`config.mk`:
```
export PLATFORM = sky130hd
export DESIGN_NAME = instruction_fetch_queued
export DESIGN_NICKNAME = d
export VERILOG_FILES = /design/src/rtl/instruction_fetch_queued.sv
export SDC_FILE = /design/constraint.sdc
export NUM_CORES = 1
export LEC_CHECK = 0
export BUFFER_PORTS_ARGS = -buffer_cell sky130_fd_sc_hd__buf_2
export CAP_MARGIN = 20
export CORE_MARGIN = 3
export CORE_UTILIZATION = 40
export CTS_CLUSTER_DIAMETER = 40
export CTS_CLUSTER_SIZE = 28
export DETAILED_ROUTE_END_ITERATION = 10
export PLACE_DENSITY_LB_ADDON = 0.15
export SLEW_MARGIN = 40
export SYNTH_ARGS = -nofsm -noshare
export SYNTH_HDL_FRONTEND = slang
export SYNTH_SLANG_ARGS = --single-unit
```
`constraint.sdc`:
```
create_clock -name clk -period 4.7 [get_ports clk]
set_input_delay 0.94 -clock clk [delete_from_list [all_inputs] [get_ports clk]]
set_output_delay 0.94 -clock clk [all_outputs]
set_load 0.01 [all_outputs]
```
`src/rtl/instruction_fetch_queued.sv`:
```
// Fetch stage: PC, synchronous word-addressed imem and a prefetch queue feeding decode (valid/ready).
// Define IF_FETCH_COUNT_EN to add the 32-bit fetch_count output counting accepted instructions.
module instruction_fetch_queued #(
  parameter int                INSTR_W  = 16,
  parameter int                ADDR_W   = 5,
  parameter logic [ADDR_W-1:0] RESET_PC = '0,
  parameter int                FQ_DEPTH = 2
) (
  input  logic               clk,
  input  logic               reset,
  input  logic               fetch_stall,
  input  logic               redir_valid,
  input  logic [ADDR_W-1:0]  redir_pc,
  input  logic               load_we,
  input  logic [ADDR_W-1:0]  load_addr,
  input  logic [INSTR_W-1:0] load_data,
  output logic               out_valid,
  input  logic               out_ready,
  output logic [INSTR_W-1:0] out_instr,
  output logic [ADDR_W-1:0]  out_pc
`ifdef IF_FETCH_COUNT_EN
  ,
  output logic [31:0]        fetch_count
`endif
);

  localparam int PW    = $clog2(FQ_DEPTH);
  localparam int CW    = PW + 1;
  localparam int OCC_W = CW + 1;
  localparam logic [OCC_W-1:0] DEPTH_V = OCC_W'(FQ_DEPTH);

  logic [INSTR_W-1:0] mem     [2**ADDR_W];
  logic [INSTR_W-1:0] q_instr [FQ_DEPTH];
  logic [ADDR_W-1:0]  q_pc    [FQ_DEPTH];
  logic [INSTR_W-1:0] rdata;
  logic [PW-1:0]      rd_ptr, wr_ptr;
  logic [CW-1:0]      count;
  logic [ADDR_W-1:0]  pc, inflight_pc;
  logic               inflight;
  logic               issue, push, pop;
  logic [OCC_W-1:0]   occ;

  // Occupancy counts the in-flight read so the queue can never be over-committed.
  always_comb begin
    out_valid = (count != '0);
    pop       = out_valid & out_ready;
    push      = inflight & ~redir_valid;
    occ       = {1'b0, count} + OCC_W'(inflight) - OCC_W'(pop);
    issue     = ~fetch_stall & ~redir_valid & (occ < DEPTH_V);
    out_instr = out_valid ? q_instr[rd_ptr] : '0;
    out_pc    = out_valid ? q_pc[rd_ptr] : '0;
  end

  // Non-blocking read and write of the same word give read-first behaviour.
  always_ff @(posedge clk) begin
    if (load_we) mem[load_addr] <= load_data;
    if (issue)   rdata <= mem[pc];
  end

  always_ff @(posedge clk) begin
    if (push) begin
      q_instr[wr_ptr] <= rdata;
      q_pc[wr_ptr]    <= inflight_pc;
    end
  end

  always_ff @(posedge clk or negedge reset) begin
    if (!reset) begin
      pc          <= RESET_PC;
      inflight    <= 1'b0;
      inflight_pc <= '0;
      rd_ptr      <= '0;
      wr_ptr      <= '0;
      count       <= '0;
    end else if (redir_valid) begin
      pc       <= redir_pc;
      inflight <= 1'b0;
      rd_ptr   <= '0;
      wr_ptr   <= '0;
      count    <= '0;
    end else begin
      inflight <= issue;
      if (issue) begin
        pc          <= pc + ADDR_W'(1);
        inflight_pc <= pc;
      end
      if (push) wr_ptr <= wr_ptr + PW'(1);
      if (pop)  rd_ptr <= rd_ptr + PW'(1);
      unique case ({push, pop})
        2'b10:   count <= count + CW'(1);
        2'b01:   count <= count - CW'(1);
        default: count <= count;
      endcase
    end
  end

`ifdef IF_FETCH_COUNT_EN
  // Counts decode handshakes; a redirect does not clear it.
  always_ff @(posedge clk or negedge reset) begin
    if (!reset)   fetch_count <= '0;
    else if (pop) fetch_count <= fetch_count + 32'd1;
  end
`endif

endmodule

```
==> metrics.cfg, run 1 <==
[outcome]
status=completed

[sta]
relSlewSlack=0.434
setup_tns_ns=0
finalHoldViolCount=0
period_minus_slack_ns=3.65
holdWs_ns=0.240
skew_ns=0.0228
rsz0062_at_grt=no
finalCritPeriodShare=0.776
fmax_mhz=274
drv_slew=0
worstMarginPinSlew_ns=0.843
setup_viol=0

[synthesis]
yosysWarnings=0
ys_seq_area_frac=0.779
synth_fa_ha_area_frac=0.00201
synthArstFlopShare=0.0256
synth-simple-area-share=0.0221
synth.top_cell.area_share=0.762
synth-compound-area-share=0.0438
synth_seq_cells=585
post_synth_mux_area_share=0.133
synth.top_cells.by_count=edfxtp_1 (570), mux2i_1 (120), mux4_2 (79), nor2_1 (60), a22oi_1 (32)
synth_area_leaders=edfxtp_1 (76%), mux4_2 (7.9%), mux2i_1 (5.3%)
synth_top_cell_by_area=edfxtp_1
syn_area_per_cell_um2=20.2
netlist_instances=1113
synth_ff_type=edfxtp_1
synth-xor-area-share=0.00234
synth_area_um2=22500
synth_top_family_by_area=multiplexers
synth_edf_count=570
synth_nets=1148
synth_cell_type_count=44
yosysMostFrequentCell=edfxtp_1

[clocking]
cts_buffers=84
cts_root_buf=clkbuf_16
path_clk_slew_ns=0.05
cts_resized=0
clk_latency_ns=0.61
cts_setup_buffers=0
ctsHoldBuffers=0
cts.sinks=585
cts_tree=yes
htree_levels=3
clockBufferDepth=3

[route]
viasPerCell=5.33
wl_per_cell_um=25.7
first_pass_iters=5
ant_nets=0
drcViolationCount=0
via_count=10965
wl_um=52900
drt_iter0_markers=729

[power]
p_leak_uw=0.00878
power_density_nw_per_um2=524
ir_drop_uv=258

[floorplan]
coreArea_um2=55300
rows=86
start_util=0.406
dieHeight_um=243
fp.dieW_um=243
ioPinCount=54
die_area_um2=59000

[job]
maxCapViolCount=0

[worst_setup_path]
cp_data_arrival_time_ns=4.12
start_kind=register
critPathRequiredTime_ns=5.18
crit_path_end_kind=register
crit_fanout=25
path_class=reg -> reg

[global_route]
antenna_found_initial=1
grt_pass1_vias=11356
grt_overflow_total=0
grt_pass1_wl_um=78100
grt_usage=0.180
grt_max_degree=92

[place]
dp_hpwl_um=30800
dp_cells=1906
place_area_um2=23800
io_buffer_count=53
gp_congestion=0.759

[finish]
synthToLayoutAreaGrowth_pct=18.2
stdcell_count=2059
fin_nets=1279
final_area_um2=26600
drive_above_1_share=0.259
utilization=0.480

[worst_hold_path]
min_path_type=in -> async

-- path summary, 6_finish.rpt --
path	startpoint	endpoint	slack, ns	cells after the start
max reg2reg	count[1]	pc[4]	1.05	10
max in group asynchronous	reset	pc[1]	4.18	1
min in group clk	rdata[3]	q_instr[1][3]	0.44	0
max	count[1]	pc[4]	1.05	10
min	reset	inflight_pc[0]	0.24	1
min reg2reg	rdata[3]	q_instr[1][3]	0.44	0
-- power by group --
| group | switching (uW) | leakage, uW | total (uW) | internal, uW |
|---|---|---|---|---|
| Sequential | 165 | 0.00533 | 6100 | 5930 |
| Combinational | 995 | 0.00210 | 1690 | 697 |
| Clock | 2320 | 0.00134 | 6120 | 3800 |
-- state kept, by name, indices dropped and copies added (netlist names) --
register	flops
wr_ptr	1
inflight_pc	5
rd_ptr	1
rdata	16
inflight	1
pc	5
count	2
q_pc	10
mem	512
q_instr	32
-- per-layer routing --
metal / vias up / routed length, um / global-route usage
li1: 4880 / - / -
met1: 5787 / 23600 / 0.246
met2: 224 / 26300 / 0.300
met3: 72 / 2020 / 0.0305
met4: 2 / 982 / 0.0540
met5: - / 12 / 0
-- critical path, cell delays in order (launching register included) --
cell	delay, ns
dfrtp_1	0.45
o21ai_0	0.41
inv_1	0.10
ha_1	0.28
nand2b_1	0.16
fa_1	0.41
xnor2_1	0.14
nand3_1	0.37
inv_2	0.54
mux2_1	0.37
a221o_1	0.29
-- cell families after synthesis --
group	Yosys count
adders and majority gates	3
AOI/OAI and AO/OA	138
buffers and inverters	71
DFF	585
muxes	200
and+or+nand+nor	110
xor gates and xnor gates	6
-- cell type report --
type	instances	area, um2
antenna	1	2.50
fill	4611	28800
clock inverter	58	603
sequential	585	17500
timing repair buffer	109	723
multi-input combinational	457	4600
tap	748	936
inverter	7	26.3
clock buffer	94	2160
-- metrics by stage --
step	power, uW	setup WS [ns]
after CTS	14100	0.982
after floorplan	7280	1.39
final	13900	1.05
after global routing	14400	0.768
after detailed placement	7930	0.610
after global placement	7910	0.677
-- cell usage in the layout, fill, tap and decap left out, drive strengths merged, types with 2 or more instances in the layout --
| master | count |
|---|---|
| xnor2 | 5 |
| o22ai | 15 |
| a211oi | 15 |
| nor3b | 2 |
| clkbuf | 94 |
| nor2b | 3 |
| a221oi | 16 |
| inv | 25 |
| o211ai | 2 |
| or3b | 3 |
| o21ai | 19 |
| clkinvlp | 6 |
| nor2 | 60 |
| nand3 | 7 |
| bufinv | 8 |
| nand2 | 20 |
| edfxtp | 570 |
| a22oi | 32 |
| mux4 | 79 |
| a21oi | 17 |
| clkinv | 26 |
| dfrtp | 15 |
| nand3b | 7 |
| mux2i | 120 |
| nor3 | 3 |
| ha | 2 |
| o221ai | 16 |
| a221o | 2 |
| buf | 109 |
Power figures use the tool's default switching activity.
==> inputs of run 2 (changes only) <==
- clock period: 4.7 -> 3.6 ns (I/O delays scaled with it)
==> run 2 against run 1 <==
Hold slack improved by 0.12 ns; register-to-register slack got worse by 0.41 ns; routed wire length increased by 1.9%; highest routed layer is now met4; clock power increased by 39%; largest power group unchanged; critical path depth unchanged; clock skew decreased by 0.0050 ns; design area increased by 1.5%; worst setup slack got worse by 0.41 ns; first-iteration DRC count decreased by 3.4%; non-clock buffer count increased by 25.
==> metrics.cfg, run 2 (synthesized netlist as in run 1, its figures left out) <==
[job]
maxCapViolCount=0

[finish]
drive_above_1_share=0.276
final_area_um2=27000
utilization=0.487
largestRegisters=mem: 512 flops, q_instr: 32 flops, rdata: 16 flops
final_common_cell=edfxtp_1
largest_register=mem
final_cell_mix=edfxtp_1 (570), mux2i_1 (120), clkbuf_16 (91)
fin_nets=1308
synthToLayoutAreaGrowth_pct=20.0
largest_register_ffs=512

[sta]
relSlewSlack=0.434
holdWs_ns=0.363
fmax_mhz=338
skew_ns=0.0177
finalHoldViolCount=0
setup_viol=0
finalCritPeriodShare=0.821
setup_tns_ns=0
drv_slew=0
worstMarginPinSlew_ns=0.849
period_minus_slack_ns=2.95
rsz0062_at_grt=no

[global_route]
antenna_found_initial=0
grt_pass1_vias=11666
grt_usage=0.184
grt_max_degree=41
grt_overflow_total=0
grt_pass1_wl_um=79400

[route]
viasPerCell=5.34
first_pass_iters=5
ant_nets=0
via_count=11159
drt_iter0_markers=704
drcViolationCount=0
wl_um=53900
wl_per_cell_um=25.8

[floorplan]
start_util=0.406
coreArea_um2=55300
ioPinCount=54
rows=86
die_area_um2=59000
fp.dieW_um=243
dieHeight_um=243

[worst_hold_path]
min_path_type=in -> reg
hold-path-endpoint=pc[0]
holdPathStages=3
min_from=redir_pc[0]

[outcome]
status=completed

[power]
power.total_uw=18700
p_seq_frac=0.422
p_leak_uw=0.00899
swShare=0.250
ir_drop_uv=354
switchingPower_uw=4680
power_density_nw_per_um2=695
p_comb_frac=0.125
p_clk_frac=0.453
p_int_uw=14000

[worst_setup_path]
path_class=reg -> reg
cp_slowest_cell=dfrtp_1
r2r-start=count[1]
crit_fanout=6
reg2reg_slack_ns=0.65
timing.rr.end=pc[4]
critPathRequiredTime_ns=4.09
rr_worst_depth=10
crit_path_end_kind=register
path_cells=o21ai_0, inv_1, ha_1, nand2b_1, fa_1, xnor2_1, nand3_1, inv_2, mux2_1, a221o_1
cp_data_arrival_time_ns=3.44
critPathMaxStageDelay_ns=0.46
start_kind=register

[place]
io_buffer_count=53
gp_congestion=0.756
dp_hpwl_um=32200
place_area_um2=24000

[clocking]
cts_buffers=88
cts_setup_buffers=0
htree_levels=3
cts_root_buf=clkbuf_16
cts.sinks=585
clockBufferDepth=3
cts_tree=yes
path_clk_slew_ns=0.06
clk_latency_ns=0.61

## run 2: critical path, delay by kind of cell (launching register included)
family	cells	cell delay (ns)
DFF	1	0.46
buffers and inverters	2	0.22
and+or+nand+nor	2	0.29
xor gates and xnor gates	1	0.15
adders and majority gates	2	0.70
AOI/OAI and AO/OA	2	0.69
muxes	1	0.34
## run 2: timing repair
item,in CTS,in global routing
gates resized for setup,0,0
hold endpoints to repair,15,0
hold buffers,1,0
## run 2: layout make-up
| class | instances | area, um2 |
|---|---|---|
| well taps | 748 | 936 |
| multi-input cells | 457 | 4580 |
| inverters | 7 | 26.3 |
| fillers | 4617 | 28400 |
| diodes | 1 | 2.50 |
| repair buffers | 134 | 926 |
| clock buffers | 98 | 2300 |
| flip-flops and latches | 585 | 17500 |
| clock inverters | 61 | 674 |
## run 2: power groups by stage
| stage | sequential [uW] | clock [uW] | combinational [uW] |
|---|---|---|---|
| after floorplan | 7930 | 0 | 1570 |
| after global placement | 8030 | 0 | 2370 |
| after detailed placement | 8040 | 0 | 2380 |
| after CTS | 7900 | 8670 | 2390 |
| after global routing | 7920 | 8980 | 2520 |
| final | 7900 | 8480 | 2340 |
## run 2: worst max-delay path by stage
| stage | start | to | slack, ns | cells past startpoint |
|---|---|---|---|---|
| floorplan | out_ready | pc[4] | 0.51 | 10 |
| detailed placement | out_ready | pc[4] | 0.48 | 11 |
| global placement | out_ready | pc[4] | 0.53 | 11 |
| CTS | count[1] | pc[4] | 0.61 | 10 |
| global route | count[1] | pc[4] | 0.43 | 10 |
| finish | count[1] | pc[4] | 0.65 | 10 |
## run 2: layer usage
layer / vias to the layer above / part of all wire / global-route usage
met4: 0 / 0.024 / 0.0624
met5: - / 0 / 0
li1: 4944 / - / -
met3: 75 / 0.048 / 0.0336
met1: 5866 / 0.43 / 0.249
met2: 274 / 0.49 / 0.304
## run 2: metrics by stage
| step | setup WS [ns] | cells |
|---|---|---|
| 4_1_cts | 0.612 | 2090 |
| 6_report | 0.645 | 2091 |
| 2_1_floorplan | 0.511 | 1113 |
| 3_3_place_gp | 0.527 | 1930 |
| 5_1_grt | 0.431 | 2090 |
| 3_5_place_dp | 0.483 | 1930 |
